File: src/rtl/banyan_readout.sv
// Purpose : chronological readout of the banyan capture buffer (oldest sample first) onto a
//           valid/ready stream; ports: start/abort/run/full/pointer control, ro_addr/ro_data
//           memory read port, out_* stream, busy/done/err status.
// Latency : start at edge k -> ro_addr valid after k, first beat valid from edge k+2, then 1 beat/cycle.
// Backpr. : out_ready low holds out_data/out_last; reads pause once FIFO + in-flight reach 3.
module banyan_readout #(
    parameter int aw = 12,
    parameter int dw = 16
) (
    input  logic            clk,
    input  logic            reset_n,
    input  logic            start,
    input  logic            abort,
    input  logic            run,
    input  logic            full,
    input  logic [aw+2:0]   pointer,
    output logic [aw+2:0]   ro_addr,
    input  logic [dw-1:0]   ro_data,
    output logic [dw-1:0]   out_data,
    output logic            out_valid,
    input  logic            out_ready,
    output logic            out_last,
    output logic            busy,
    output logic            done,
    output logic            err
);

    localparam int AW3 = aw + 3;
    localparam int CW  = aw + 4;

    typedef enum logic [1:0] {S_IDLE, S_READ, S_DRAIN} state_t;

    state_t          state_q, state_d;
    logic [AW3-1:0]  addr_q, addr_d;
    logic [CW-1:0]   reads_left_q, reads_left_d;
    logic [CW-1:0]   beats_left_q, beats_left_d;
    logic            inflight_q, inflight_d;
    logic [2:0]      count_q, count_d;
    logic [1:0]      wr_ptr_q, wr_ptr_d;
    logic [1:0]      rd_ptr_q, rd_ptr_d;
    logic            done_q, done_d;
    logic            err_q, err_d;
    logic [dw-1:0]   fifo_q [4];

    logic            start_ok, start_rej, abort_act;
    logic [CW-1:0]   snap_len;
    logic [AW3-1:0]  snap_first;
    logic [2:0]      occ;
    logic            issue, push, pop, last_hs, fifo_vld;

    assign start_ok   = (state_q == S_IDLE) && start && !run;
    assign start_rej  = (state_q == S_IDLE) && start && run;
    assign abort_act  = abort && (state_q != S_IDLE);
    // A wrapped buffer holds the full 2^(aw+3) words, oldest at the write pointer.
    assign snap_len   = full ? (CW'(1) << AW3) : {1'b0, pointer};
    assign snap_first = full ? pointer : '0;
    assign occ        = count_q + {2'b00, inflight_q};
    // Keeping FIFO + in-flight at most 2 before a new read bounds occupancy at 3 whatever out_ready does.
    assign issue      = (state_q == S_READ) && !abort && (occ <= 3'd2);
    assign fifo_vld   = (count_q != 3'd0);
    assign push       = inflight_q;
    assign pop        = fifo_vld && out_ready;
    assign last_hs    = pop && (beats_left_q == CW'(1));

    // State register
    always_ff @(posedge clk or negedge reset_n) begin
        if (!reset_n) state_q <= S_IDLE;
        else          state_q <= state_d;
    end

    // Next-state logic
    always_comb begin
        state_d = state_q;
        case (state_q)
            S_IDLE:  if (start_ok && (snap_len != '0)) state_d = S_READ;
            S_READ: begin
                if (abort)                                    state_d = S_IDLE;
                else if (issue && (reads_left_q == CW'(1)))   state_d = S_DRAIN;
            end
            S_DRAIN: if (abort || last_hs) state_d = S_IDLE;
            default: state_d = S_IDLE;
        endcase
    end

    // Outputs
    always_comb begin
        busy      = (state_q != S_IDLE);
        out_valid = fifo_vld;
        out_data  = fifo_vld ? fifo_q[rd_ptr_q] : '0;
        out_last  = fifo_vld && (beats_left_q == CW'(1));
        ro_addr   = addr_q;
        done      = done_q;
        err       = err_q;
    end

    // Datapath next-state
    always_comb begin
        addr_d       = addr_q;
        reads_left_d = reads_left_q;
        beats_left_d = beats_left_q;
        inflight_d   = issue;
        count_d      = count_q + {2'b00, push} - {2'b00, pop};
        wr_ptr_d     = push ? wr_ptr_q + 2'd1 : wr_ptr_q;
        rd_ptr_d     = pop  ? rd_ptr_q + 2'd1 : rd_ptr_q;
        err_d        = start_rej;
        // Final handshake and abort in the same cycle both end here, so one done pulse.
        done_d       = (state_q != S_IDLE) && (abort || last_hs);

        if (pop) beats_left_d = beats_left_q - CW'(1);

        if (issue) begin
            addr_d       = addr_q + AW3'(1);
            reads_left_d = reads_left_q - CW'(1);
        end

        if (start_ok) begin
            addr_d       = snap_first;
            reads_left_d = snap_len;
            beats_left_d = snap_len;
            done_d       = (snap_len == '0);
        end

        if (abort_act) begin
            inflight_d   = 1'b0;
            count_d      = '0;
            wr_ptr_d     = '0;
            rd_ptr_d     = '0;
            reads_left_d = '0;
            beats_left_d = '0;
        end
    end

    always_ff @(posedge clk or negedge reset_n) begin
        if (!reset_n) begin
            addr_q       <= '0;
            reads_left_q <= '0;
            beats_left_q <= '0;
            inflight_q   <= 1'b0;
            count_q      <= '0;
            wr_ptr_q     <= '0;
            rd_ptr_q     <= '0;
            done_q       <= 1'b0;
            err_q        <= 1'b0;
        end else begin
            addr_q       <= addr_d;
            reads_left_q <= reads_left_d;
            beats_left_q <= beats_left_d;
            inflight_q   <= inflight_d;
            count_q      <= count_d;
            wr_ptr_q     <= wr_ptr_d;
            rd_ptr_q     <= rd_ptr_d;
            done_q       <= done_d;
            err_q        <= err_d;
        end
    end

    // Storage needs no reset: out_data is masked while the FIFO is empty.
    always_ff @(posedge clk) begin
        if (push && !abort_act) fifo_q[wr_ptr_q] <= ro_data;
    end

endmodule

File: config.mk
export PLATFORM = sky130hd
export DESIGN_NAME = banyan_readout
export DESIGN_NICKNAME = d
export VERILOG_FILES = /design/src/rtl/banyan_readout.sv
export SDC_FILE = /design/constraint.sdc
export NUM_CORES = 1
export LEC_CHECK = 0
export CAP_MARGIN = 15
export CELL_PAD_IN_SITES_DETAIL_PLACEMENT = 1
export CELL_PAD_IN_SITES_GLOBAL_PLACEMENT = 1
export CORE_ASPECT_RATIO = 0.6
export CORE_UTILIZATION = 25
export CTS_CLUSTER_DIAMETER = 150
export CTS_CLUSTER_SIZE = 25
export DETAILED_ROUTE_END_ITERATION = 16
export PLACE_DENSITY = 0.5
export SKIP_LAST_GASP = 1
export SYNTH_ARGS = -nofsm -noshare
export SYNTH_HDL_FRONTEND = slang
export SYNTH_SLANG_ARGS = --single-unit
File: constraint.sdc
create_clock -name clk -period 7.1 [get_ports clk]
set_clock_uncertainty 0.15 [all_clocks]
set_input_delay 1.42 -clock clk [delete_from_list [all_inputs] [get_ports clk]]
set_output_delay 1.42 -clock clk [all_outputs]
set_load 0.05 [all_outputs]
Word-level counts from Yosys, hierarchy flattened
Memory sizes are Yosys's and may differ from the RTL's.
Cells that the tools add are included.
{"block": "word_totals", "register_bits": 59, "ramBits": 64, "inputBits": 38, "out_inout_bits": 36, "elab_cells": 79, "memories": 1}
{"memory": "fifo_q", "depth": 4, "width": 16, "read_ports": 1, "rd_clocked_by_memory_dff": 0, "wr": 1, "line_no": "43", "source": "logic [dw-1:0] fifo_q [4];"}
{"block": "classes", "add_sub_neg": 7, "n_lt_le_gt_ge": 1, "n_eq_ne": 7, "mux": 25, "reduce_logical": 28}
{"op": "$mux W16", "n": 8}
{"op": "$mux W15", "n": 3}
{"op": "$eq A16 B1 Y1 const B", "n": 2}
{"op": "$sub A16 B1 Y16 const B", "n": 2}
{"op": "$logic_not A16 Y1", "n": 1}
{"op": "$mux W2", "n": 8}
{"op": "$reduce_bool A16 Y1", "n": 1}
{"op": "$add A15 B1 Y15 const B", "n": 1}
{"op": "$logic_and A1 B1 Y1", "n": 13}
{"op": "$reduce_bool A3 Y1", "n": 3}
{"op": "$reduce_bool A2 Y1", "n": 4}
{"op": "$pmux W2 S3", "n": 1}
{"op": "$add A2 B1 Y2 const B", "n": 2}
{"op": "$mux W1", "n": 4}
{"op": "$add A3 B1 Y3", "n": 1}
{"op": "$le A3 B2 Y1 const B", "n": 1}
{"op": "$logic_not A1 Y1", "n": 3}
{"op": "$mux W3", "n": 1}
{"op": "$ne A3 B2 Y1 const B", "n": 1}
{"op": "$reduce_and A3 Y1", "n": 1}
{"op": "$sub A3 B1 Y3", "n": 1}
{"op": "$eq A2 B1 Y1 const B", "n": 1}
{"op": "$eq A2 B2 Y1 const B", "n": 1}
{"op": "$logic_not A2 Y1", "n": 1}
{"op": "3 further kinds", "n": 3}

Depth between registers and ports, before layout
Gate-level depths: netlist of run 1.
{"block": "logic_depth", "ltp_word": 7, "depth_mapped": 8}

Worst setup path before layout of run 1
No wires, ideal clock.
{"block": "synth_path", "kind": "register to output", "start": "register beats_left_q[6]", "end": "output port out_last", "arrival_time_ps": 2502, "t_required_ps": 5530, "path_slack_ps": 3028, "path_stages_with_launch": 4, "n_path_buf": 0, "cell_sequence": "dfrtp_1 > nor4_4 > nand2_1 > nor4_1"}
{"block": "synth_between", "elab_chain_cells": 2}
{"element": "from (decl)", "line_no": "36", "source": "logic [CW-1:0] beats_left_q, beats_left_d;"}
{"element": "from (signal assigned)", "line_no": "147", "source": "beats_left_q <= beats_left_d;"}
{"element": "$eq A16 B1 Y1", "line_no": "90", "source": "out_last = fifo_vld && (beats_left_q == CW'(1));"}
{"element": "$logic_and A1 B1 Y1", "line_no": "90"}
{"element": "to (decl)", "line_no": "22", "source": "output logic out_last,"}
Every way passes these cells.

Final worst setup path of run 1
{"block": "layout_path", "start": "register beats_left_q[7]", "end": "output port out_last"}
Same word-level chain as after synthesis.

==> results.yml, run 1 <==
outcome:
  outcome: "finished clean"
grt:
  met2_usage_pct: 22.0
  grt_max_degree: 60
  grt_pass1_wl_um: 29100
  grtUsageMet1_pct: 22.7
  grt_overflow: 0
  grtUsageMet3_pct: 3.77
  antenna_found_initial: 0
  grt_pass1_vias: 4846
  grt.busiest_layer: "met1"
  grt.total_usage_pct: 15.4
die:
  core_mm2: 0.0243
  fp.dieH_um: 124
  initial_utilization_pct: 25.5
  die_x_um: 205
  std_cell_rows: 44
  die_area_mm2: 0.0255
  io_pins: 74
yosys:
  synth_area_mm2: 0.00620
  synthCells: 521
  ys_ff_latch: 123
  synthMuxAreaShare_pct: 6.62
  synth.net_count: 572
  ys.flop_type: "edfxtp_1"
  synth_xor_xnor_area_share_pct: 1.82
  synthSimpleGateAreaFrac_pct: 19.5
  synth_top_family_by_area: "simple AND/OR/NAND/NOR gates"
  yosysSeqAreaShare_pct: 54.8
  synth-edff-count: 64
  synth_cell_types: 71
  synth_fa_ha_area_share_pct: 2.62
  avgSynthCellArea_um2: 11.9
  synth_compound_area_share_pct: 11.2
  async_flop_share_pct: 48.0
  ys_warn_count: 0
cells_and_area:
  final_cell_mix: "clkdlybuf4s50_1 (72), edfxtp_1 (64), dfrtp_1 (59), nand2_1 (34), a21oi_1 (25)"
  drive_above_1_share_pct: 12.4
  seq_area_mm2: 0.00340
  fill_cells: 2614
  diodes: 0
  areaGrowthSynthToFinish_pct: 26.8
  multi_input_area_mm2: 0.00260
  layout_commonest_cell: "clkdlybuf4s50_1"
  fin_nets: 643
timing:
  worst_pin_slew_ps: 994
  post-route-period-util_pct: 62.7
  drv_slew: 0
  fin_crit_ps: 4450
  rsz0062_at_grt: "false"
  tns_ps: 0
  finalHoldViolations: 0
  fmax_mhz: 224
  maxSlewHeadroom_pct: 33.8
  setup_viol: 0
pwr:
  max-vdd-ir-drop_mv: 0.170
  leakage_nw: 2.87
  finalPower_mw: 3.24
  p_per_area_mw_per_mm2: 412
clocking:
  post_cts_resized: 0
  clock_sinks: 123
  clk_latency_ps: 430
  cts_tree: "yes"
  holdBufCountCts: 0
  cts_root_buf: "clkbuf_16"
  path_clk_slew_ps: 60
  htree_levels: 4
  cts_buffers: 17
  cts_setup_buffers: 0
  clockBufferDepth: 2
placement:
  hpwlAfterDp_um: 12400
  io_buffers: 73
  routabilityCongestion: 0.772
drt:
  wl_um: 18500
  remaining_drc_errors: 0
  drtIter0Drc: 307
  drtAntennaViolNets: 0
  post_drt_wl_per_cell_um: 20.0
  vias: 4707
  vias_per_cell: 5.08
  firstDrtPassIters: 4
flow_run:
  drv_cap: 0
worst_setup_path:
  cpLargestDelayFamily: "simple AND/OR/NAND/NOR gates"
  reg2reg_from: "inflight_q"
  critical_path_depth: 4
  crit_path_start_kind: "flip-flop"
  startpoint: "beats_left_q[7]"
  cp_max_fo: 6
  path_cells: "nor3_1 > nand2_1 > nor4_1 > clkdlybuf4s50_1"
  arrival_ps: 2880
  max_stage_delay_ps: 880
  critPathCaptureType: "primary output"
  critPathBufInv: 1
  critPathSlowestCell: "clkdlybuf4s50_1"
  ff2ff_path_depth: 7
  path_class: "flip-flop to primary output"
  crit_required_ps: 5530
worst_hold_path:
  hp-class: "flip-flop to flip-flop"
  worstHoldStart: "beats_left_q[13]"
  holdPathStages: 2
per-layer routing:
layer / vias up / routed length [um]
met5: - / 0
met2: 91 / 8060
met4: 0 / 204
met1: 2438 / 9590
met3: 20 / 676
li1: 2158 / -
metrics by stage:
stage	std cells	util [%]	area [um2]	setup WS (ps)	hold WS [ps]
2_1_floorplan	521	-	6200	3030	342
3_3_place_gp	894	29.9	7250	2810	376
3_5_place_dp	895	30.0	7280	2930	384
4_1_cts	926	32.4	7860	2610	397
5_1_grt	926	32.4	7860	2410	449
6_report	926	32.4	7860	2650	396
where the power goes:
| part | switching (mW) | internal, mW |
|---|---|---|
| registers | 0.187 | 0.876 |
| clock network | 0.362 | 0.522 |
| logic | 0.789 | 0.505 |
| total | 1.34 | 1.90 |
cells in the mapped netlist, types with 5 or more instances:
cell	count	area [um2]
mux2i_1	5	50.1
nor3_1	12	60.1
mux4_2	16	360
o21ai_0	13	65.1
xnor2_1	6	52.6
ha_1	13	163
o31ai_1	5	37.5
edfxtp_1	64	1920
clkbuf_1	14	52.6
a31oi_1	17	106
buf_2	9	45.0
and3_1	14	87.6
nor4_1	10	62.6
xor2_1	5	43.8
dfrtp_1	59	1480
nand2_1	34	128
o211ai_1	7	52.6
a21oi_1	25	125
nand4_1	16	100
or3_1	10	62.6
or4_1	9	67.6
nand3_1	21	105
nor2b_1	24	150
inv_1	18	67.6
nor2_1	18	67.6
sequential cells by signal, indices dropped and copies added, names as in the netlist:
signal and cells:
err 1, inflight_q 1, reads_left_q 16, state_q 2, beats_left_q 16, fifo_q 64
count_q 3, rd_ptr_q 2, wr_ptr_q 2, ro_addr 15, done 1
worst paths after layout:
path	endpoint	slack, ps
max in group asynchronous	beats_left_q[4]	5200
min in group asynchronous	ro_addr[11]	1010
hold reg to reg	beats_left_q[13]	400
setup reg to reg	reads_left_q[2]	3840
hold / removal	beats_left_q[13]	400
setup / recovery	out_last	2650
kinds of logic after synthesis:
logic type	after synthesis
AOI/OAI and AO/OA	104
adders and majority gates	13
and+or+nand+nor	200
buffers and inverters	48
muxes	21
xor gates and xnor gates	12
DFF	123
tightest hold or removal path, stage by stage (launching register included):
cell and delay (ps):
dfrtp_1 370, nand3_1 70, nand3_1 70
layout make-up:
class                      count  share of cell area [%]
sequential                   123                    43.2
tap                          322                    5.12
clock buffer                  17                    5.41
inverter                      20                   0.955
clock inverter                14                    2.05
timing repair buffer          80                    10.2
multi-input combinational    350                    33.1
(Power assumes the default switching activity.)
==> inputs of run 2 (changes only) <==
==> constraint.sdc (replaced) <==
create_clock -name clk -period 4.4 [get_ports clk]
set_clock_uncertainty 0.15 [all_clocks]
set_input_delay 0.88 -clock clk [delete_from_list [all_inputs] [get_ports clk]]
set_output_delay 0.88 -clock clk [all_outputs]
set_load 0.05 [all_outputs]
==> run 2 against run 1 <==
  * Worst hold slack improved by 10 ps
  * Register-to-register slack got worse by 2400 ps
  * Total power rose by 58%
  * Clock power rose by 51%
  * Die area did not move
  * Critical path type unchanged
  * Critical endpoint unchanged
==> results.yml, run 2 (synthesized netlist as in run 1, its figures left out) <==
worst_setup_path:
  crit_required_ps: 3370
  ff2ff_path_depth: 7
  reg2reg_to: "state_q[0]"
  crit_path_start_kind: "flip-flop"
  r2r_setup_slack_ps: 1480
  reg2reg_from: "inflight_q"
  path_class: "flip-flop to primary output"
  critPathCaptureType: "primary output"
  cp_max_fo: 5
  arrival_ps: 2780
drt:
  firstDrtPassIters: 4
  drtIter0Drc: 269
  remaining_drc_errors: 0
  vias: 4783
  post_drt_wl_per_cell_um: 20.2
  wl_um: 18900
  vias_per_cell: 5.11
  drtAntennaViolNets: 0
pwr:
  leakage_nw: 2.90
  finalPower_mw: 5.13
  max-vdd-ir-drop_mv: 0.226
  p_per_area_mw_per_mm2: 651
grt:
  grt_max_degree: 49
  grt.total_usage_pct: 15.8
  grt_pass1_vias: 4946
  antenna_found_initial: 0
  grt_pass1_wl_um: 29700
  grt_overflow: 0
cells_and_area:
  fill_cells: 2627
  drive_above_1_share_pct: 13.7
  top_register: "fifo_q"
  fin_nets: 652
  layout_commonest_cell: "clkdlybuf4s50_1"
  seq_area_mm2: 0.00340
  diodes: 0
  largest_reg_flops: 64
  final_cell_mix: "clkdlybuf4s50_1 (72), edfxtp_1 (64), dfrtp_1 (59), nand2_1 (34), a21oi_1 (25)"
  multi_input_area_mm2: 0.00260
  areaGrowthSynthToFinish_pct: 27.2
  fin_util_pct: 32.5
  biggestRegsByFlops: "fifo_q x64, beats_left_q x16, reads_left_q x16"
clocking:
  cts_root_buf: "clkbuf_16"
  cts_tree: "yes"
  holdBufCountCts: 0
  path_clk_slew_ps: 60
  clk_latency_ps: 430
  clockBufferDepth: 2
  cts_setup_buffers: 0
  post_cts_resized: 0
  clock_sinks: 123
  htree_levels: 4
  cts_buffers: 17
worst_hold_path:
  holdPathStages: 1
  whs_endpoint: "reads_left_q[5]"
  hp-class: "flip-flop to flip-flop"
  worstHoldStart: "reads_left_q[1]"
flow_run:
  drv_cap: 0
placement:
  io_buffers: 73
  hpwlAfterDp_um: 13500
  routabilityCongestion: 0.876
  dp_slack_ps: 823
timing:
  rsz0062_at_grt: "false"
  tns_ps: 0
  fmax_mhz: 262
  drv_slew: 0
  post-route-period-util_pct: 86.7
  fin_crit_ps: 3810
  finalHoldViolations: 0
  setup_viol: 0
  worst_pin_slew_ps: 1010
  maxSlewHeadroom_pct: 32.7
  worst_slack_ps: 585
die:
  die_area_mm2: 0.0255
  core_mm2: 0.0243
  io_pins: 74
  die_x_um: 205
  std_cell_rows: 44
  fp.dieH_um: 124
  initial_utilization_pct: 25.5
outcome:
  outcome: "finished clean"
[run 2: changes by cell type in the layout (fill, tap and decap cells not counted)]
cell        before  now
buf_4            6   15
clkinv_2         0    4
clkinv_4         2    4
clkinv_1         0    1
buf_12           0    1
inv_6            4    1
clkinvlp_4       5    4
inv_8            1    0
bufinv_16        2    1
buf_16           1    0
[run 2: stage by stage]
| stage | instance area, um2 | hold slack (ps) | instances |
|---|---|---|---|
| floorplan | 6200 | 342 | 521 |
| global placement | 7340 | 362 | 904 |
| detailed placement | 7340 | 391 | 904 |
| CTS | 7890 | 414 | 936 |
| global route | 7890 | 457 | 936 |
| finish | 7890 | 406 | 936 |
[run 2: layer usage]
layer,GRT usage [%],routed length [um],vias to the layer above
met1,23.5,9900,2486
met2,22.5,8050,93
met5,0,0,-
met4,4.77,172,0
met3,3.43,791,16
li1,-,-,2188
[run 2: worst max-delay path, cell delays in order, from the launching register on]
cell and delay [ps]:
dfrtp_1 430, nor4_1 600, nand2b_1 170, nor4_1 290
clkdlybuf4s50_1 880
[run 2: final cells by class]
class                           instances  share of cell area (%)
Multi-Input combinational cell        350                    33.0
Sequential cell                       123                    43.1
Clock inverter                         15                    1.62
Inverter                               20                   0.951
Tap cell                              322                    5.11
Timing Repair Buffer                   89                    10.9
Clock buffer                           17                    5.39
[run 2: how the worst max path moves through the flow]
stage	startpoint	to	cells past startpoint
2_1_floorplan	beats_left_q[6]	out_last	3
3_3_place_gp	run	beats_left_q[14]	5
3_5_place_dp	run	beats_left_q[14]	5
4_1_cts	beats_left_q[12]	out_last	4
5_1_grt	beats_left_q[12]	out_last	4
6_report	beats_left_q[12]	out_last	4
[run 2: report_power, final]
part	switching [mW]	internal, mW
Clock	0.554	0.773
Sequential	0.291	1.41
Combinational	1.28	0.822
==> patch 1: new RTL, config.mk and constraints of run 1 <==
Encoding of `state_t`: now one-hot (3 bits for 3 states).
--- a/src/rtl/banyan_readout.sv
+++ b/src/rtl/banyan_readout.sv
@@ -28,7 +28,7 @@
     localparam int AW3 = aw + 3;
     localparam int CW  = aw + 4;
 
-    typedef enum logic [1:0] {S_IDLE, S_READ, S_DRAIN} state_t;
+    typedef enum logic [2:0] {S_IDLE = 3'b001, S_READ = 3'b010, S_DRAIN = 3'b100} state_t;
 
     state_t          state_q, state_d;
     logic [AW3-1:0]  addr_q, addr_d;
Behaviour: no difference found for any inputs over 10 cycles, from zero or initial values and one cycle with reset_n low; not proved beyond that.
==> patch 1 against run 1 <==
  * Total power down 11%
  * Via count fell by 11%
  * Wire length down 5.4%
  * Utilization increased by 0.59 points
  * Sequential cell count rose by 1
  * Cell count is 3.7% lower
  * Global-route usage shrank 0.32 points
  * Combinational power shrank 23%
  * Final area decreased by 2.1%
  * Synthesized area down 3.1%
  * Setup slack lost 0.12 ns
  * Critical endpoint unchanged
  * Largest cell class unchanged
  * Highest routed layer unchanged
==> patch 1: results (changes against run 1) <==
[routing] average vias per placed instance 4.71 [-7.3%]
[routing] initial detailed-routing violation count 201 [-35%]
[setup_path] FF-to-FF End reads_left_q[13]
[yosys] share of the yosys chip area belonging to registers 57.0% [+2.2 points]
[layout] proportion of layout cells with a drive suffix above 1 11.4% [-0.98 points]
[layout] Filler cells 2524 [-3.4%]
[min_path] cell count of the worst hold path 1 [-1]
[yosys] leading cell types by total area after synthesis sky130_fd_sc_hd__edfxtp_1, sky130_fd_sc_hd__dfrtp_1, sky130_fd_sc_hd__mux4_2, sky130_fd_sc_hd__xnor2_1, sky130_fd_sc_hd__ha_1
[yosys] post-synthesis net count 541 [-5.4%]
[setup_path] gate family responsible for the most delay along the worst path simple AND/OR/NAND/NOR gates
[global_route] number of antenna violations at the first check in global routing 0 [unchanged]
[sta] Min Hold Slack 0.374 ns [-0.0219 ns]
[global_route] number of global-route vias before repair 4496 [-7.2%]
[min_path] Hold Crit Start reads_left_q[13]
[yosys] async set or reset register ratio after synthesis 48.4% [+0.42 points]
[setup_path] depth of the worst register-to-register path 8 [+1]
[yosys] list of most frequent post-synthesis cells sky130_fd_sc_hd__edfxtp_1, sky130_fd_sc_hd__dfrtp_1, sky130_fd_sc_hd__nand2_1, sky130_fd_sc_hd__nand3_1, sky130_fd_sc_hd__nor2_1
[status] result of the run finished, final reports clean
[global_route] global-route wire length before repair 27.2 mm [-6.3%]
[setup_path] worst-path cell with the longest stage delay sky130_fd_sc_hd__clkdlybuf4s50_1
[clock_tree] later-pin clock latency in the skew report 0.41 ns [-0.02 ns]
[yosys] number of distinct library cells after synthesis 63 [-11%]
[layout] biggest regs fifo_q: 64 flops, beats_left_q: 16 flops, reads_left_q: 16 flops
[setup_path] max incr delay on CP 0.81 ns [-0.07 ns]
[setup_path] CP arrival 3.01 ns [+0.13 ns]
[clock_tree] maximum level of the CTS H-tree 4 [unchanged]
[sta] remaining max-slew budget at the tightest pin 20.4% [-13 points]
[power_and_ir_drop] Psw 1.04 mW [-22%]
[power_and_ir_drop] maximum VDD drop 0.122 mV [-28%]
[placed_design] gpl congestion 0.760 [-1.5%]
[global_route] Overall Global Routing Usage 15.0% [-0.32 points]
[min_path] Hold Path Sink reads_left_q[13]
[power_and_ir_drop] reported leakage power 2.78 nW [-3.0%]
[setup_path] setup slack on the worst flop-to-flop path 3.83 ns [about the same]
[placed_design] Final HPWL DP 12.2 mm [-1.7%]
[global_route] maximum number of pins on one net before global-route repair 61 [+1.7%]
[layout] number of nets at the end of the flow 615 [-4.4%]
[floorplanning] die outline width 202 um [-1.5%]
patch 1: cell count changes after synthesis, sizes merged, moves of 6 or more:
cell | before | now
xnor2 | 7 | 20
inv | 20 | 13
nand3 | 22 | 28
nor2b | 24 | 10
a31oi | 17 | 1
xor2 | 5 | 16
o21ai | 15 | 27
nand4 | 18 | 12
and2 | 3 | 21
patch 1: how the worst max path moves through the flow:
| stage | start | endpoint | slack [ns] | cells past startpoint |
|---|---|---|---|---|
| 4_1_cts | beats_left_q[5] | out_last | 2.49 | 5 |
| 3_3_place_gp | abort | reads_left_q[13] | 2.76 | 7 |
| 2_1_floorplan | beats_left_q[5] | out_last | 3.81 | 4 |
| 5_1_grt | beats_left_q[2] | out_last | 2.39 | 5 |
| 3_5_place_dp | abort | reads_left_q[13] | 2.73 | 7 |
| 6_report | beats_left_q[5] | out_last | 2.52 | 5 |
patch 1: cell families (layout without fill, tap and decap cells):
group                    after synthesis  after routing  share of synthesized area (%)
XOR/XNOR                              36             36                           5.24
AND/OR/NAND/NOR                      186            186                           18.2
multiplexers                          20             20                           6.66
AO/OA/AOI/OAI                         74             74                           7.70
buffers and inverters                 37            124                           2.56
adder cells (fa/ha/maj)               13             13                           2.71
flip-flops                           124            124                           57.0
patch 1: power groups by stage:
stage | combinational (mW) | clock (mW) | sequential (mW)
4_1_cts | 1.01 | 0.925 | 0.974
2_1_floorplan | 0.663 | 0 | 0.981
3_3_place_gp | 0.961 | 0 | 0.999
5_1_grt | 1.08 | 0.954 | 0.992
3_5_place_dp | 1.01 | 0 | 0.986
6_report | 0.997 | 0.904 | 0.973
patch 1: layer usage:
layer	vias up	routed length, um	track usage, %
li1	1985	-	-
met1	2151	9190	22.0
met2	54	7360	21.3
met3	11	844	4.84
met5	-	0	0
met4	0	132	3.52
patch 1: final cells by class:
class	count	area [um2]	area share [%]
inverters	13	48.8	0.634
flip-flops and latches	124	3420	44.5
well taps	315	394	5.12
clock inverters	7	113	1.46
clock buffers	25	497	6.45
repair buffers	79	791	10.3
multi-input cells	329	2430	31.6
patch 1: per-stage QoR:
step	setup WS [ns]	std cells	cell area [um2]	util, %	power [mW]
after floorplan	3.81	490	6010	-	1.64
after global placement	2.76	859	7060	30.3	1.96
after detailed placement	2.73	860	7090	30.4	1.99
after CTS	2.49	892	7700	33.0	2.91
after global routing	2.39	892	7700	33.0	3.02
final	2.52	892	7700	33.0	2.87
==> patch 2: new RTL, config.mk and constraints of run 1 <==
Made on the original files. The parameter `aw` goes from 12 to 13.
--- a/src/rtl/banyan_readout.sv
+++ b/src/rtl/banyan_readout.sv
@@ -4,7 +4,7 @@
 // Latency : start at edge k -> ro_addr valid after k, first beat valid from edge k+2, then 1 beat/cycle.
 // Backpr. : out_ready low holds out_data/out_last; reads pause once FIFO + in-flight reach 3.
 module banyan_readout #(
-    parameter int aw = 12,
+    parameter int aw = 13,
     parameter int dw = 16
 ) (
     input  logic            clk,
Interface: changed (resized pointer and ro_addr); port bits go from 74 to 76. No check against the original RTL was run, so the function may have changed too.
==> patch 2 against run 1 <==
  * Largest power group unchanged
  * Setup slack lost 0.39 ns
  * Highest routed layer unchanged
  * Total power fell by 0.78%
  * Final area decreased by 0.64%
  * Wire length down 1.4%
  * Largest cell class unchanged
  * Via count fell by 5.0%
  * Synthesized area fell by 2.1%
  * Non-clock buffer count up 5
  * Sequential cell count rose by 3
==> patch 2: results (changes against run 1) <==
[status] result of the run finished, final reports clean
[placed_design] Port-buffer cells 75 [+2.7%]
[routing] initial detailed-routing violation count 246 [-20%]
[yosys] post-synthesis net count 563 [-1.6%]
[clock_tree] maximum level of the CTS H-tree 4 [unchanged]
[sta] remaining max-slew budget at the tightest pin 34.9% [+1.1 points]
[clock_tree] number of cells upsized or downsized after cts 0 [unchanged]
[routing] WL per Instance 19.9 um [-0.53%]
[placed_design] gpl congestion 0.817 [+5.8%]
[setup_path] critical path peak fanout 8 [+2]
[yosys] leading cell types by total area after synthesis sky130_fd_sc_hd__edfxtp_1, sky130_fd_sc_hd__dfrtp_1, sky130_fd_sc_hd__mux4_2, sky130_fd_sc_hd__a21oi_1, sky130_fd_sc_hd__ha_1
[setup_path] CP arrival 3.27 ns [+0.39 ns]
[layout] antenna diode count 0 [unchanged]
[yosys] Post-synth EDFFs 64 [unchanged]
[yosys] post-synthesis adder-cell area fraction 2.68% [+0.057 points]
[setup_path] worst-path cell with the longest stage delay sky130_fd_sc_hd__clkdlybuf4s50_1
[power_and_ir_drop] Switching Fraction 39.0% [-2.2 points]
[yosys] multiplexer fraction of the synthesized cell area 6.10% [-0.52 points]
[global_route] Overall Global Routing Usage 15.3% [-0.079 points]
[routing] total number of vias 4474 [-5.0%]
[yosys] share of the yosys chip area belonging to registers 57.2% [+2.4 points]
[yosys] Yosys warnings 0 [unchanged]
[global_route] maximum number of pins on one net before global-route repair 63 [+5.0%]
[min_path] Hold Crit Start beats_left_q[12]
[routing] average vias per placed instance 4.87 [-4.1%]
[clock_tree] clk slew on worst S/H paths 0.05 ns
[yosys] mean cell area of the mapped netlist 11.9 um2 [-0.20%]
[placed_design] Final HPWL DP 12.8 mm [+3.2%]
[min_path] type of the most critical hold path register to register
[placed_design] number of placed instances, taps included 885 [-1.1%]
[yosys] complex-gate fraction of the synthesized area 10.8% [-0.42 points]
[layout] biggest regs fifo_q: 64 flops, beats_left_q: 17 flops, reads_left_q: 17 flops
[setup_path] max incr delay on CP 0.81 ns [-0.07 ns]
[power_and_ir_drop] reported leakage power 2.85 nW [-0.70%]
[yosys] area share of xor/xnor cells in the synthesized design 4.91% [+3.1 points]
[layout] number of nets at the end of the flow 642 [-0.16%]
[layout] proportion of layout cells with a drive suffix above 1 11.3% [-1.1 points]
[global_route] global-route wire length before repair 27.9 mm [-4.1%]
[yosys] async set or reset register ratio after synthesis 49.2% [+1.2 points]
[yosys] number of distinct library cells after synthesis 56 [-21%]
[setup_path] worst reg2reg path startpoint inflight_q
[setup_path] launch point of the critical path beats_left_q[3]
[clock_tree] later-pin clock latency in the skew report 0.43 ns [about the same]
[global_route] number of global-route vias before repair 4677 [-3.5%]
[power_and_ir_drop] maximum VDD drop 0.150 mV [-12%]
[yosys] list of most frequent post-synthesis cells sky130_fd_sc_hd__edfxtp_1, sky130_fd_sc_hd__dfrtp_1, sky130_fd_sc_hd__nand2_1, sky130_fd_sc_hd__a21oi_1, sky130_fd_sc_hd__nor2_1
[patch 2: area by class of cell]
class / instances / area [um2]
Fill cell: 2575 / 15600
Sequential cell: 126 / 3470
Multi-Input combinational cell: 346 / 2460
Timing Repair Buffer: 85 / 821
Clock buffer: 21 / 450
Tap cell: 315 / 394
Clock inverter: 11 / 166
Inverter: 14 / 52.6
[patch 2: stage by stage]
stage | setup slack (ns) | cell area (um2)
final | 2.26 | 7810
after global routing | 2.10 | 7810
after CTS | 2.24 | 7810
after detailed placement | 2.47 | 7190
after global placement | 2.62 | 7190
after floorplan | 3.09 | 6070
[patch 2: logic make-up (layout without fill, tap and decap cells)]
group                    after synthesis  count (layout)
multiplexers                          17              17
XOR/XNOR                              34              34
buffers and inverters                 39             131
AO/OA/AOI/OAI                        103             103
adder cells (fa/ha/maj)               13              13
flip-flops                           126             126
AND/OR/NAND/NOR                      179             179
[patch 2: worst paths after layout]
kind                       slack, ns                to  cells past startpoint
min reg2reg                     0.36  beats_left_q[12]                      1
min                             0.36  beats_left_q[12]                      1
max                             2.26          out_last                      5
max reg2reg                     3.80  reads_left_q[15]                      9
max in group asynchronous       5.16   reads_left_q[1]                      2
min in group asynchronous       1.05  beats_left_q[14]                      2
[patch 2: power by group through the flow]
stage | clock [mW] | combinational [mW] | sequential (mW)
after floorplan | 0 | 0.802 | 1.08
after global placement | 0 | 1.23 | 1.06
after detailed placement | 0 | 1.25 | 1.07
after CTS | 0.946 | 1.25 | 1.05
after global routing | 0.974 | 1.34 | 1.08
final | 0.924 | 1.24 | 1.05
[patch 2: per-layer routing]
layer / GRT usage (%) / wire [um] / vias to the layer above
li1: - / - / 2080
met1: 21.9 / 9270 / 2291
met2: 21.7 / 7820 / 88
met3: 4.70 / 978 / 15
met4: 5.08 / 210 / 0
met5: 0 / 0 / -
